[src/rtl/hazard_ctrl_if.sv]
// Pipeline-side signal bundle for hazard_ctrl.
// master: the datapath. It drives the ID/EX/MEM/WB stage fields and receives
//         the control outputs.
// slave : hazard_ctrl. It reads the stage fields and drives stall, flush,
//         forwarding and PC control, the FSM state and the performance counters.
interface hazard_ctrl_if #(
  parameter int CNT_W = 16
);
  logic             id_valid;
  logic [4:0]       id_rs;
  logic [4:0]       id_rt;
  logic             id_uses_rt;
  logic             ex_valid;
  logic [4:0]       ex_rs;
  logic [4:0]       ex_rt;
  logic [4:0]       ex_rd;
  logic             ex_reg_write;
  logic             ex_mem_read;
  logic             ex_is_mul;
  logic             br_taken;
  logic             mem_valid;
  logic [4:0]       mem_rd;
  logic             mem_reg_write;
  logic             wb_valid;
  logic [4:0]       wb_rd;
  logic             wb_reg_write;

  logic             stall_flag;
  logic             pc_write;
  logic             if_id_write;
  logic             flush_if_id;
  logic             bubble_id_ex;
  logic             pc_sel;
  logic [1:0]       fwd_a;
  logic [1:0]       fwd_b;
  logic [1:0]       state;
  logic [CNT_W-1:0] stall_cnt;
  logic [CNT_W-1:0] flush_cnt;

  modport master (
    output id_valid, id_rs, id_rt, id_uses_rt,
    output ex_valid, ex_rs, ex_rt, ex_rd, ex_reg_write, ex_mem_read, ex_is_mul, br_taken,
    output mem_valid, mem_rd, mem_reg_write,
    output wb_valid, wb_rd, wb_reg_write,
    input  stall_flag, pc_write, if_id_write, flush_if_id, bubble_id_ex, pc_sel,
    input  fwd_a, fwd_b, state, stall_cnt, flush_cnt
  );

  modport slave (
    input  id_valid, id_rs, id_rt, id_uses_rt,
    input  ex_valid, ex_rs, ex_rt, ex_rd, ex_reg_write, ex_mem_read, ex_is_mul, br_taken,
    input  mem_valid, mem_rd, mem_reg_write,
    input  wb_valid, wb_rd, wb_reg_write,
    output stall_flag, pc_write, if_id_write, flush_if_id, bubble_id_ex, pc_sel,
    output fwd_a, fwd_b, state, stall_cnt, flush_cnt
  );
endinterface

[src/rtl/hazard_ctrl.sv]
// Hazard / sequencing controller for the 5-stage integer core.
// Ports:
//   clk   - rising-edge clock
//   reset - asynchronous, active-high
//   bus   - hazard_ctrl_if.slave. Stage fields come in. Stall, flush, bubble,
//           pc_sel, forwarding selects, FSM state and the saturating
//           stall/flush counters go out.
// Control outputs are combinational from the registered state and the
// current inputs.
//
// state   | meaning
// RUN     | normal issue; resolves branch, MUL start and load-use in that order
// MULBUSY | MUL held in EX; stalls until the down-counter reaches 0
// FLUSH   | second cycle of a taken branch; redirects the PC to the target
module hazard_ctrl #(
  parameter int MUL_LATENCY = 3,
  parameter int CNT_W       = 16
) (
  input logic         clk,
  input logic         reset,
  hazard_ctrl_if.slave bus
);

  typedef enum logic [1:0] {
    RUN     = 2'b00,
    MULBUSY = 2'b01,
    FLUSH   = 2'b10
  } state_t;

  // The cycle spent in RUN counts as the first MUL cycle and the release
  // cycle counts as the last one, so the counter starts at MUL_LATENCY-2.
  localparam logic [3:0] MUL_LOAD = (MUL_LATENCY > 1) ? 4'(MUL_LATENCY - 2) : 4'd0;
  localparam bit         MUL_STALLS = (MUL_LATENCY > 1);

  state_t           state_q, state_d;
  logic [3:0]       mul_cnt_q, mul_cnt_d;
  logic [CNT_W-1:0] stall_cnt_q, flush_cnt_q;
  logic             flush_inc;
  logic             load_use;

  function automatic logic [1:0] fwd_sel(input logic [4:0] src);
    if (bus.mem_valid && bus.mem_reg_write && bus.mem_rd != 5'd0 && bus.mem_rd == src)
      return 2'b01;
    else if (bus.wb_valid && bus.wb_reg_write && bus.wb_rd != 5'd0 && bus.wb_rd == src)
      return 2'b10;
    else
      return 2'b00;
  endfunction

  assign load_use = bus.ex_valid && bus.ex_mem_read && bus.ex_rd != 5'd0 && bus.id_valid &&
                    (bus.ex_rd == bus.id_rs || (bus.id_uses_rt && bus.ex_rd == bus.id_rt));

  always_ff @(posedge clk or posedge reset) begin
    if (reset) begin
      state_q     <= RUN;
      mul_cnt_q   <= 4'd0;
      stall_cnt_q <= '0;
      flush_cnt_q <= '0;
    end else begin
      state_q   <= state_d;
      mul_cnt_q <= mul_cnt_d;
      if (!bus.pc_write && stall_cnt_q != '1)
        stall_cnt_q <= stall_cnt_q + CNT_W'(1);
      if (flush_inc && flush_cnt_q != '1)
        flush_cnt_q <= flush_cnt_q + CNT_W'(1);
    end
  end

  always_comb begin
    state_d          = state_q;
    mul_cnt_d        = mul_cnt_q;
    flush_inc        = 1'b0;
    bus.stall_flag   = 1'b0;
    bus.pc_write     = 1'b1;
    bus.if_id_write  = 1'b1;
    bus.flush_if_id  = 1'b0;
    bus.bubble_id_ex = 1'b0;
    bus.pc_sel       = 1'b0;
    case (state_q)
      RUN: begin
        if (bus.br_taken) begin
          bus.flush_if_id  = 1'b1;
          bus.bubble_id_ex = 1'b1;
          flush_inc        = 1'b1;
          state_d          = FLUSH;
        end else if (bus.ex_valid && bus.ex_is_mul && MUL_STALLS) begin
          bus.stall_flag  = 1'b1;
          bus.pc_write    = 1'b0;
          bus.if_id_write = 1'b0;
          mul_cnt_d       = MUL_LOAD;
          state_d         = MULBUSY;
        end else if (load_use) begin
          bus.pc_write     = 1'b0;
          bus.if_id_write  = 1'b0;
          bus.bubble_id_ex = 1'b1;
        end
      end
      MULBUSY: begin
        if (mul_cnt_q != 4'd0) begin
          bus.stall_flag  = 1'b1;
          bus.pc_write    = 1'b0;
          bus.if_id_write = 1'b0;
          mul_cnt_d       = mul_cnt_q - 4'd1;
        end else begin
          state_d = RUN;
        end
      end
      FLUSH: begin
        bus.pc_sel       = 1'b1;
        bus.flush_if_id  = 1'b1;
        bus.bubble_id_ex = 1'b1;
        state_d          = RUN;
      end
      default: state_d = RUN;
    endcase
  end

  assign bus.fwd_a     = fwd_sel(bus.ex_rs);
  assign bus.fwd_b     = fwd_sel(bus.ex_rt);
  assign bus.state     = state_q;
  assign bus.stall_cnt = stall_cnt_q;
  assign bus.flush_cnt = flush_cnt_q;

endmodule

[src/flat_wrapper.sv]
// flat-port wrapper written by rule: the top's interface ports become plain ports
module hazard_ctrl_flat 
#(
  parameter int MUL_LATENCY = 3,
  parameter int CNT_W       = 16
)
  (clk, reset, bus_id_valid, bus_id_rs, bus_id_rt, bus_id_uses_rt, bus_ex_valid, bus_ex_rs, bus_ex_rt, bus_ex_rd, bus_ex_reg_write, bus_ex_mem_read, bus_ex_is_mul, bus_br_taken, bus_mem_valid, bus_mem_rd, bus_mem_reg_write, bus_wb_valid, bus_wb_rd, bus_wb_reg_write, bus_stall_flag, bus_pc_write, bus_if_id_write, bus_flush_if_id, bus_bubble_id_ex, bus_pc_sel, bus_fwd_a, bus_fwd_b, bus_state, bus_stall_cnt, bus_flush_cnt);
  hazard_ctrl_if #(.CNT_W(CNT_W)) bus_i ();
  input logic clk;
  input logic reset;
  input wire logic [$bits(bus_i.id_valid)-1:0] bus_id_valid;
  input wire logic [$bits(bus_i.id_rs)-1:0] bus_id_rs;
  input wire logic [$bits(bus_i.id_rt)-1:0] bus_id_rt;
  input wire logic [$bits(bus_i.id_uses_rt)-1:0] bus_id_uses_rt;
  input wire logic [$bits(bus_i.ex_valid)-1:0] bus_ex_valid;
  input wire logic [$bits(bus_i.ex_rs)-1:0] bus_ex_rs;
  input wire logic [$bits(bus_i.ex_rt)-1:0] bus_ex_rt;
  input wire logic [$bits(bus_i.ex_rd)-1:0] bus_ex_rd;
  input wire logic [$bits(bus_i.ex_reg_write)-1:0] bus_ex_reg_write;
  input wire logic [$bits(bus_i.ex_mem_read)-1:0] bus_ex_mem_read;
  input wire logic [$bits(bus_i.ex_is_mul)-1:0] bus_ex_is_mul;
  input wire logic [$bits(bus_i.br_taken)-1:0] bus_br_taken;
  input wire logic [$bits(bus_i.mem_valid)-1:0] bus_mem_valid;
  input wire logic [$bits(bus_i.mem_rd)-1:0] bus_mem_rd;
  input wire logic [$bits(bus_i.mem_reg_write)-1:0] bus_mem_reg_write;
  input wire logic [$bits(bus_i.wb_valid)-1:0] bus_wb_valid;
  input wire logic [$bits(bus_i.wb_rd)-1:0] bus_wb_rd;
  input wire logic [$bits(bus_i.wb_reg_write)-1:0] bus_wb_reg_write;
  output wire logic [$bits(bus_i.stall_flag)-1:0] bus_stall_flag;
  output wire logic [$bits(bus_i.pc_write)-1:0] bus_pc_write;
  output wire logic [$bits(bus_i.if_id_write)-1:0] bus_if_id_write;
  output wire logic [$bits(bus_i.flush_if_id)-1:0] bus_flush_if_id;
  output wire logic [$bits(bus_i.bubble_id_ex)-1:0] bus_bubble_id_ex;
  output wire logic [$bits(bus_i.pc_sel)-1:0] bus_pc_sel;
  output wire logic [$bits(bus_i.fwd_a)-1:0] bus_fwd_a;
  output wire logic [$bits(bus_i.fwd_b)-1:0] bus_fwd_b;
  output wire logic [$bits(bus_i.state)-1:0] bus_state;
  output wire logic [$bits(bus_i.stall_cnt)-1:0] bus_stall_cnt;
  output wire logic [$bits(bus_i.flush_cnt)-1:0] bus_flush_cnt;
  assign bus_i.id_valid = bus_id_valid;
  assign bus_i.id_rs = bus_id_rs;
  assign bus_i.id_rt = bus_id_rt;
  assign bus_i.id_uses_rt = bus_id_uses_rt;
  assign bus_i.ex_valid = bus_ex_valid;
  assign bus_i.ex_rs = bus_ex_rs;
  assign bus_i.ex_rt = bus_ex_rt;
  assign bus_i.ex_rd = bus_ex_rd;
  assign bus_i.ex_reg_write = bus_ex_reg_write;
  assign bus_i.ex_mem_read = bus_ex_mem_read;
  assign bus_i.ex_is_mul = bus_ex_is_mul;
  assign bus_i.br_taken = bus_br_taken;
  assign bus_i.mem_valid = bus_mem_valid;
  assign bus_i.mem_rd = bus_mem_rd;
  assign bus_i.mem_reg_write = bus_mem_reg_write;
  assign bus_i.wb_valid = bus_wb_valid;
  assign bus_i.wb_rd = bus_wb_rd;
  assign bus_i.wb_reg_write = bus_wb_reg_write;
  assign bus_stall_flag = bus_i.stall_flag;
  assign bus_pc_write = bus_i.pc_write;
  assign bus_if_id_write = bus_i.if_id_write;
  assign bus_flush_if_id = bus_i.flush_if_id;
  assign bus_bubble_id_ex = bus_i.bubble_id_ex;
  assign bus_pc_sel = bus_i.pc_sel;
  assign bus_fwd_a = bus_i.fwd_a;
  assign bus_fwd_b = bus_i.fwd_b;
  assign bus_state = bus_i.state;
  assign bus_stall_cnt = bus_i.stall_cnt;
  assign bus_flush_cnt = bus_i.flush_cnt;
  hazard_ctrl #(.MUL_LATENCY(MUL_LATENCY), .CNT_W(CNT_W)) u_core (.clk(clk), .reset(reset), .bus(bus_i));
endmodule
[config.mk]
export PLATFORM = sky130hd
export DESIGN_NAME = hazard_ctrl_flat
export DESIGN_NICKNAME = d
export VERILOG_FILES = /design/src/rtl/hazard_ctrl_if.sv /design/src/rtl/hazard_ctrl.sv /design/src/flat_wrapper.sv
export SDC_FILE = /design/constraint.sdc
export NUM_CORES = 1
export LEC_CHECK = 0
export ABC_CLOCK_PERIOD_IN_PS = 2650
export CAP_MARGIN = 15
export CORE_ASPECT_RATIO = 1.25
export CORE_UTILIZATION = 30
export CTS_CLUSTER_DIAMETER = 30
export CTS_CLUSTER_SIZE = 12
export DETAILED_ROUTE_END_ITERATION = 10
export PLACE_DENSITY = 0.64
export SYNTH_ARGS = -nofsm -noshare
export SYNTH_HDL_FRONTEND = slang
export SYNTH_SLANG_ARGS = --single-unit
[constraint.sdc]
create_clock -name clk -period 2.65 [get_ports clk]
set_input_delay 0.265 -clock clk [delete_from_list [all_inputs] [get_ports clk]]
set_output_delay 0.265 -clock clk [all_outputs]
set_load 0.01 [all_outputs]
==> qor.txt, run 1 <==
CTS Sinks -> 38
first-pass GRT wire length -> 8980 microns
power share of the combinational group -> 0.331
I/O Buffers -> 90
Total Routing Usage GR -> 0.139
area occupied by multi-input gates -> 1350 sq um
skew final -> 0.00880 ns
vias per inst -> 4.85
required time of the critical path -> 2.38 ns
most common cell after layout, fill and taps aside -> clkdlybuf4s50_1
# IOs -> 92
clock power share -> 0.252
Core Area -> 7490 sq um
Mapped Area -> 2350 sq um
vias in the first global route -> 2,010
CP arrival -> 2.20 ns
Pre-antenna DRT Iters -> 4
final wirelength -> 5550 microns
setup-violating endpoint count in the final report -> 0
syn_nets -> 288
TritonCTS Buffers -> 5
initial antenna violation count -> 0
RD Place Congestion -> 0.820
switching share of power -> 0.313
RSZ-0062 raised after global routing -> no
Flop pwr share -> 0.418
worst skew pair latency -> 0.29 ns
register bit total from synthesis -> 38
wire per inst -> 13.0 microns
Int Power -> 1360 uW
clk buf depth -> 2
via count -> 2,076
worst rel slew slack -> 0.297
post-detail-place hpwl -> 4410 microns
max_cap viols -> 0
post-layout min period -> 2.47 ns
maximum clock rate -> 405 MHz
ratio of cells with drive above 1 in the final layout -> 0.0863
kind of cell adding the most delay to the critical path -> buffers and inverters
fillers -> 707
Initial Utilization -> 0.314
Fin. Hold Viols -> 0
status -> finished clean
final non-filler cell area -> 3510 sq um
synthesized area per cell -> 9.97 sq um
TritonCTS clock tree -> done
pwr dens -> 565 nW/um^2
setup TNS -> 0 ns
Top FF cell, synth -> dfrtp_1
fin crit share -> 0.931
Antenna Nets Post-Route -> 0
sequential fraction of the synthesis area -> 0.404
total gr overflow -> 0
Post-synth ARST share -> 1.00
Placed Area -> 3390 sq um
die width -> 81.2 microns
die area -> 8200 sq um
slowest stage delay, CP -> 0.54 ns
die height -> 101 microns
CP Class -> reg -> out
Net Sw Power -> 620 uW
post-synthesis cell count -> 236
hold buffer count at CTS -> 0
Worst Hold Class -> in -> async
CTS H-Tree Depth -> 2
Finished Core Util -> 0.469
DP Worst Slack -> 0.0471 ns
Post-synth EDFFs -> 0
worst-path cell chain -> inv_1 -> ha_1 -> nor3b_1 -> a211oi_4 -> and2_1 -> clkdlybuf4s50_1
Critical Path End Type -> output pin
final routed DRC violation total -> 0
CP max stage cell -> clkdlybuf4s50_1
CTS clk-pin slew, worst paths -> 0.08 ns
pin count of the biggest net entering global routing -> 39
final worst-path setup slack -> 0.184 ns
Unique masters post-synth -> 41
area grow syn2layout -> 49.2%
Reg area -> 951 sq um
worst vdd ir -> 0.422 mV
Ys Warns -> 0
Crit Path Max Fanout -> 7
worst path bufs/invs -> 2
Lkg Pwr -> 0.00153 uW
worst slew pin tran -> 1.05 ns
1st-iter DRT viols -> 92
root buf cell -> clkbuf_8
Nets -> 388
CP startpoint kind -> flop
Placement Rows -> 35
Final Slew Violations -> 0
antenna cells -> 0
most frequent cells in the layout -> clkdlybuf4s50_1 (88), dfrtp_1 (38), xor2_1 (37), xnor2_1 (24), nand2_1 (23)
-- routing by layer --
layer | global-route usage | up-vias | wire [microns]
met5 | 0 | - | 0
met4 | 0.0371 | 0 | 44
met3 | 0.0380 | 4 | 509
met2 | 0.243 | 77 | 2690
met1 | 0.165 | 977 | 2300
li1 | - | 1018 | -
-- synth_stat cells, drive strengths merged, types with 3 or more instances --
master / number / share of area
o211ai: 3 / 0.012
nand2: 23 / 0.037
and2: 3 / 0.0080
ha: 4 / 0.021
dfrtp: 38 / 0.40
nor4b: 3 / 0.018
nor2b: 3 / 0.011
nor3b: 3 / 0.012
nor4: 7 / 0.028
nor2: 15 / 0.024
xor2: 37 / 0.14
xnor2: 24 / 0.089
buf: 4 / 0.016
inv: 5 / 0.0080
nand4: 8 / 0.021
a21oi: 6 / 0.014
nor3: 14 / 0.036
and3: 6 / 0.016
nand3: 15 / 0.032
-- flip-flops by register name (all words and copies together) (netlist names) --
register,cells
u_core.bus.flush_cnt,16
u_core.bus.stall_cnt,16
u_core.bus.state,2
u_core.mul_cnt_q,4
-- logic make-up after synthesis --
group,share of synthesized area
AOI/OAI and AO/OA,0.0537
xor gates and xnor gates,0.227
adders and majority gates,0.0213
buffers and inverters,0.0255
DFF,0.404
muxes,0.00957
and+or+nand+nor,0.259
-- power groups by stage --
| stage | logic (uW) | clock network (uW) | registers (uW) |
|---|---|---|---|
| finish | 655 | 499 | 828 |
| global route | 725 | 546 | 851 |
| CTS | 668 | 521 | 830 |
| detailed placement | 665 | 0 | 839 |
| global placement | 645 | 0 | 839 |
| floorplan | 310 | 0 | 842 |
-- repair_timing --
action / CTS / global route
buffers inserted: 0 / 0
resized for setup: 0 / 3
endpoints found under the setup margin: 0 / 5
-- per-stage QoR --
step                hold WS, ns  std cells  total power, uW
floorplan                 0.434        236             1150
global placement          0.477        421             1480
detailed placement        0.484        421             1500
CTS                       0.412        428             2020
global route              0.481        428             2120
finish                    0.395        428             1980
-- worst min-delay path, cell delays in order --
cell             delay [ns]
clkdlybuf4s50_1        0.40
inv_1                  0.05
buf_4                  0.41
-- cell type report --
class	instances	area share
Timing Repair Buffer	98	0.275
Clock inverter	1	0.00856
Tap cell	92	0.0328
Clock buffer	6	0.0235
Multi-Input combinational cell	188	0.384
Inverter	5	0.00535
Sequential cell	38	0.271
-- path summary, 6_finish.rpt --
path,from,end,slack (ns),cells past startpoint
min in group clk,u_core.bus.stall_cnt[10],u_core.bus.stall_cnt[10],0.49,1
max in group asynchronous,reset,u_core.bus.flush_cnt[2],1.91,3
setup / recovery,u_core.mul_cnt_q[0],bus_stall_flag,0.18,6
setup reg to reg,u_core.bus.state[0],u_core.bus.stall_cnt[1],0.39,5
hold / removal,reset,u_core.bus.stall_cnt[6],0.39,3
hold reg to reg,u_core.bus.stall_cnt[10],u_core.bus.stall_cnt[10],0.49,1
Note: power is estimated with default switching activity, not from simulation.
==> inputs of run 2 (changes only) <==
--- a/config.mk
+++ b/config.mk
@@ -5,7 +5,7 @@
 export SDC_FILE = /design/constraint.sdc
 export NUM_CORES = 1
 export LEC_CHECK = 0
-export ABC_CLOCK_PERIOD_IN_PS = 2650
+export ABC_CLOCK_PERIOD_IN_PS = 3150
 export CAP_MARGIN = 15
 export CORE_ASPECT_RATIO = 1.25
 export CORE_UTILIZATION = 30
==> constraint.sdc (replaced) <==
create_clock -name clk -period 3.15 [get_ports clk]
set_input_delay 0.315 -clock clk [delete_from_list [all_inputs] [get_ports clk]]
set_output_delay 0.315 -clock clk [all_outputs]
set_load 0.01 [all_outputs]
==> run 2 against run 1 <==
Net effect: sequential share of layout area grew 0.59 points; global-route usage decreased by 0.051 points; register-to-register slack better by 0.33 ns; flip-flop and latch count unchanged; critical path depth is the same; largest power group unchanged; combinational power fell by 18%; clock power decreased by 30%; design area shrank 2.1%; sequential power is 16% lower.
==> qor.txt, run 2 (synthesized netlist as in run 1, its figures left out) <==
status -> finished clean
worst skew pair latency -> 0.28 ns (about the same)
die width -> 81.2 microns (unchanged)
max_cap viols -> 0 (unchanged)
Crit Path Max Fanout -> 3 (-4)
slowest stage delay, CP -> 0.57 ns (+0.03 ns)
fillers -> 710 (+0.42%)
worst path bufs/invs -> 2 (unchanged)
worst vdd ir -> 0.348 mV (-18%)
post-detail-place hpwl -> 4330 microns (-1.8%)
initial antenna violation count -> 0 (unchanged)
Nets -> 381 (-1.8%)
Initial Utilization -> 0.314 (unchanged)
die area -> 8200 sq um (unchanged)
setup-violating endpoint count in the final report -> 0 (unchanged)
I/O Buffers -> 90 (unchanged)
Critical Path End Type -> output pin
die height -> 101 microns (unchanged)
kind of cell adding the most delay to the critical path -> buffers and inverters
setup TNS -> 0 ns (unchanged)
worst slew pin tran -> 1.06 ns (+0.00690 ns)
final routed DRC violation total -> 0 (unchanged)
hold buffer count at CTS -> 0 (unchanged)
Core Area -> 7490 sq um (unchanged)
worst rel slew slack -> 0.292 (-0.00463)
Lkg Pwr -> 0.00145 uW (-5.3%)
Pre-antenna DRT Iters -> 4 (unchanged)
ratio of cells with drive above 1 in the final layout -> 0.0697 (-0.0166)
final wirelength -> 5440 microns (-1.9%)
Total Routing Usage GR -> 0.139 (-0.000508)
RSZ-0062 raised after global routing -> no
most frequent cells in the layout -> clkdlybuf4s50_1 (90), dfrtp_1 (38), xor2_1 (37), xnor2_1 (24), nand2_1 (23)
CP startpoint kind -> input port
first-pass GRT wire length -> 8910 microns (-0.69%)
Placement Rows -> 35 (unchanged)
Worst Hold Class -> in -> async
TritonCTS Buffers -> 5 (unchanged)
Worst path most repeated cell -> clkdlybuf4s50_1
wire per inst -> 12.9 microns (-0.55%)
pin count of the biggest net entering global routing -> 33 (-15%)
vias in the first global route -> 2,008 (-0.10%)
maximum clock rate -> 364 MHz
area grow syn2layout -> 46.0%
1st-iter DRT viols -> 61 (-34%)
skew final -> 0.00942 ns (+0.000624 ns)
CTS H-Tree Depth -> 2 (unchanged)
clk buf depth -> 2 (unchanged)
post-cts gate resize count -> 0 (unchanged)
RD Place Congestion -> 0.806 (-1.8%)
CP Class -> in -> out
fin crit share -> 0.873
CP max stage cell -> clkdlybuf4s50_1
Pwr Total -> 1580 uW (-20%)
pwr dens -> 461 nW/um^2 (-18%)
vias per inst -> 4.86 (+0.15%)
# Post-CTS Setup Buffers -> 0 (unchanged)
Final Slew Violations -> 0 (unchanged)
root buf cell -> clkbuf_8
Fin. Hold Viols -> 0 (unchanged)
total gr overflow -> 0 (unchanged)
TritonCTS clock tree -> done
post-layout min period -> 2.75 ns
# IOs -> 92 (unchanged)
via count -> 2,050 (-1.3%)
required time of the critical path -> 2.83 ns (+0.45 ns)
CTS Sinks -> 38 (unchanged)
CP arrival -> 2.43 ns (+0.23 ns)
most common cell after layout, fill and taps aside -> clkdlybuf4s50_1
Antenna Nets Post-Route -> 0 (unchanged)
worst-path cell chain -> clkdlybuf4s50_1 -> or4_1 -> o211ai_1 -> nor4_1 -> nor3_1 -> clkdlybuf4s50_1
CTS clk-pin slew, worst paths -> 0.08 ns (about the same)
antenna cells -> 0 (unchanged)
run 2: worst register-to-register path, cell delays in order, from the launching register on:
cell     delay [ns]
dfrtp_1        0.53
a21oi_2        0.27
inv_1          0.13
nor3_2         0.87
nor2_1         0.20
mux2_2         0.32
run 2: final cells by class:
type,count,area [sq um],share of cell area
clock buffer,6,82.6,0.0240
clock inverter,2,12.5,0.00364
inverter,5,18.8,0.00546
multi-input combinational,188,1350,0.392
sequential,38,951,0.277
tap,92,115,0.0335
timing repair buffer,91,908,0.264
run 2: through the flow:
step | instances | area [sq um] | hold slack, ns | setup WS, ns | utilization
2_1_floorplan | 236 | 2350 | 0.484 | 1.27 | -
3_3_place_gp | 414 | 3340 | 0.474 | 0.400 | 0.446
3_5_place_dp | 414 | 3340 | 0.488 | 0.413 | 0.446
4_1_cts | 422 | 3430 | 0.265 | 0.397 | 0.459
5_1_grt | 422 | 3430 | 0.305 | 0.244 | 0.459
6_report | 422 | 3430 | 0.254 | 0.400 | 0.459
run 2: metal layers:
layer,wire [microns],global-route usage,vias up
met5,0,0,-
met4,44,0.0330,0
met3,469,0.0389,4
met2,2630,0.250,74
met1,2300,0.158,968
li1,-,-,1004
run 2: worst paths after layout:
path | start | end | slack (ns) | cells past startpoint
setup reg to reg | u_core.bus.state[0] | u_core.bus.stall_cnt[1] | 0.72 | 5
hold / removal | reset | u_core.bus.stall_cnt[3] | 0.25 | 2
hold reg to reg | u_core.bus.stall_cnt[14] | u_core.bus.stall_cnt[14] | 0.50 | 1
max in group asynchronous | reset | u_core.bus.flush_cnt[2] | 2.18 | 3
setup / recovery | bus_mem_rd[0] | bus_fwd_b[1] | 0.40 | 6
min in group clk | u_core.bus.stall_cnt[14] | u_core.bus.stall_cnt[14] | 0.50 | 1
run 2: power breakdown:
part / switching (uW) / internal, uW
clock: 172 / 176
sequential: 119 / 577
combinational: 232 / 307
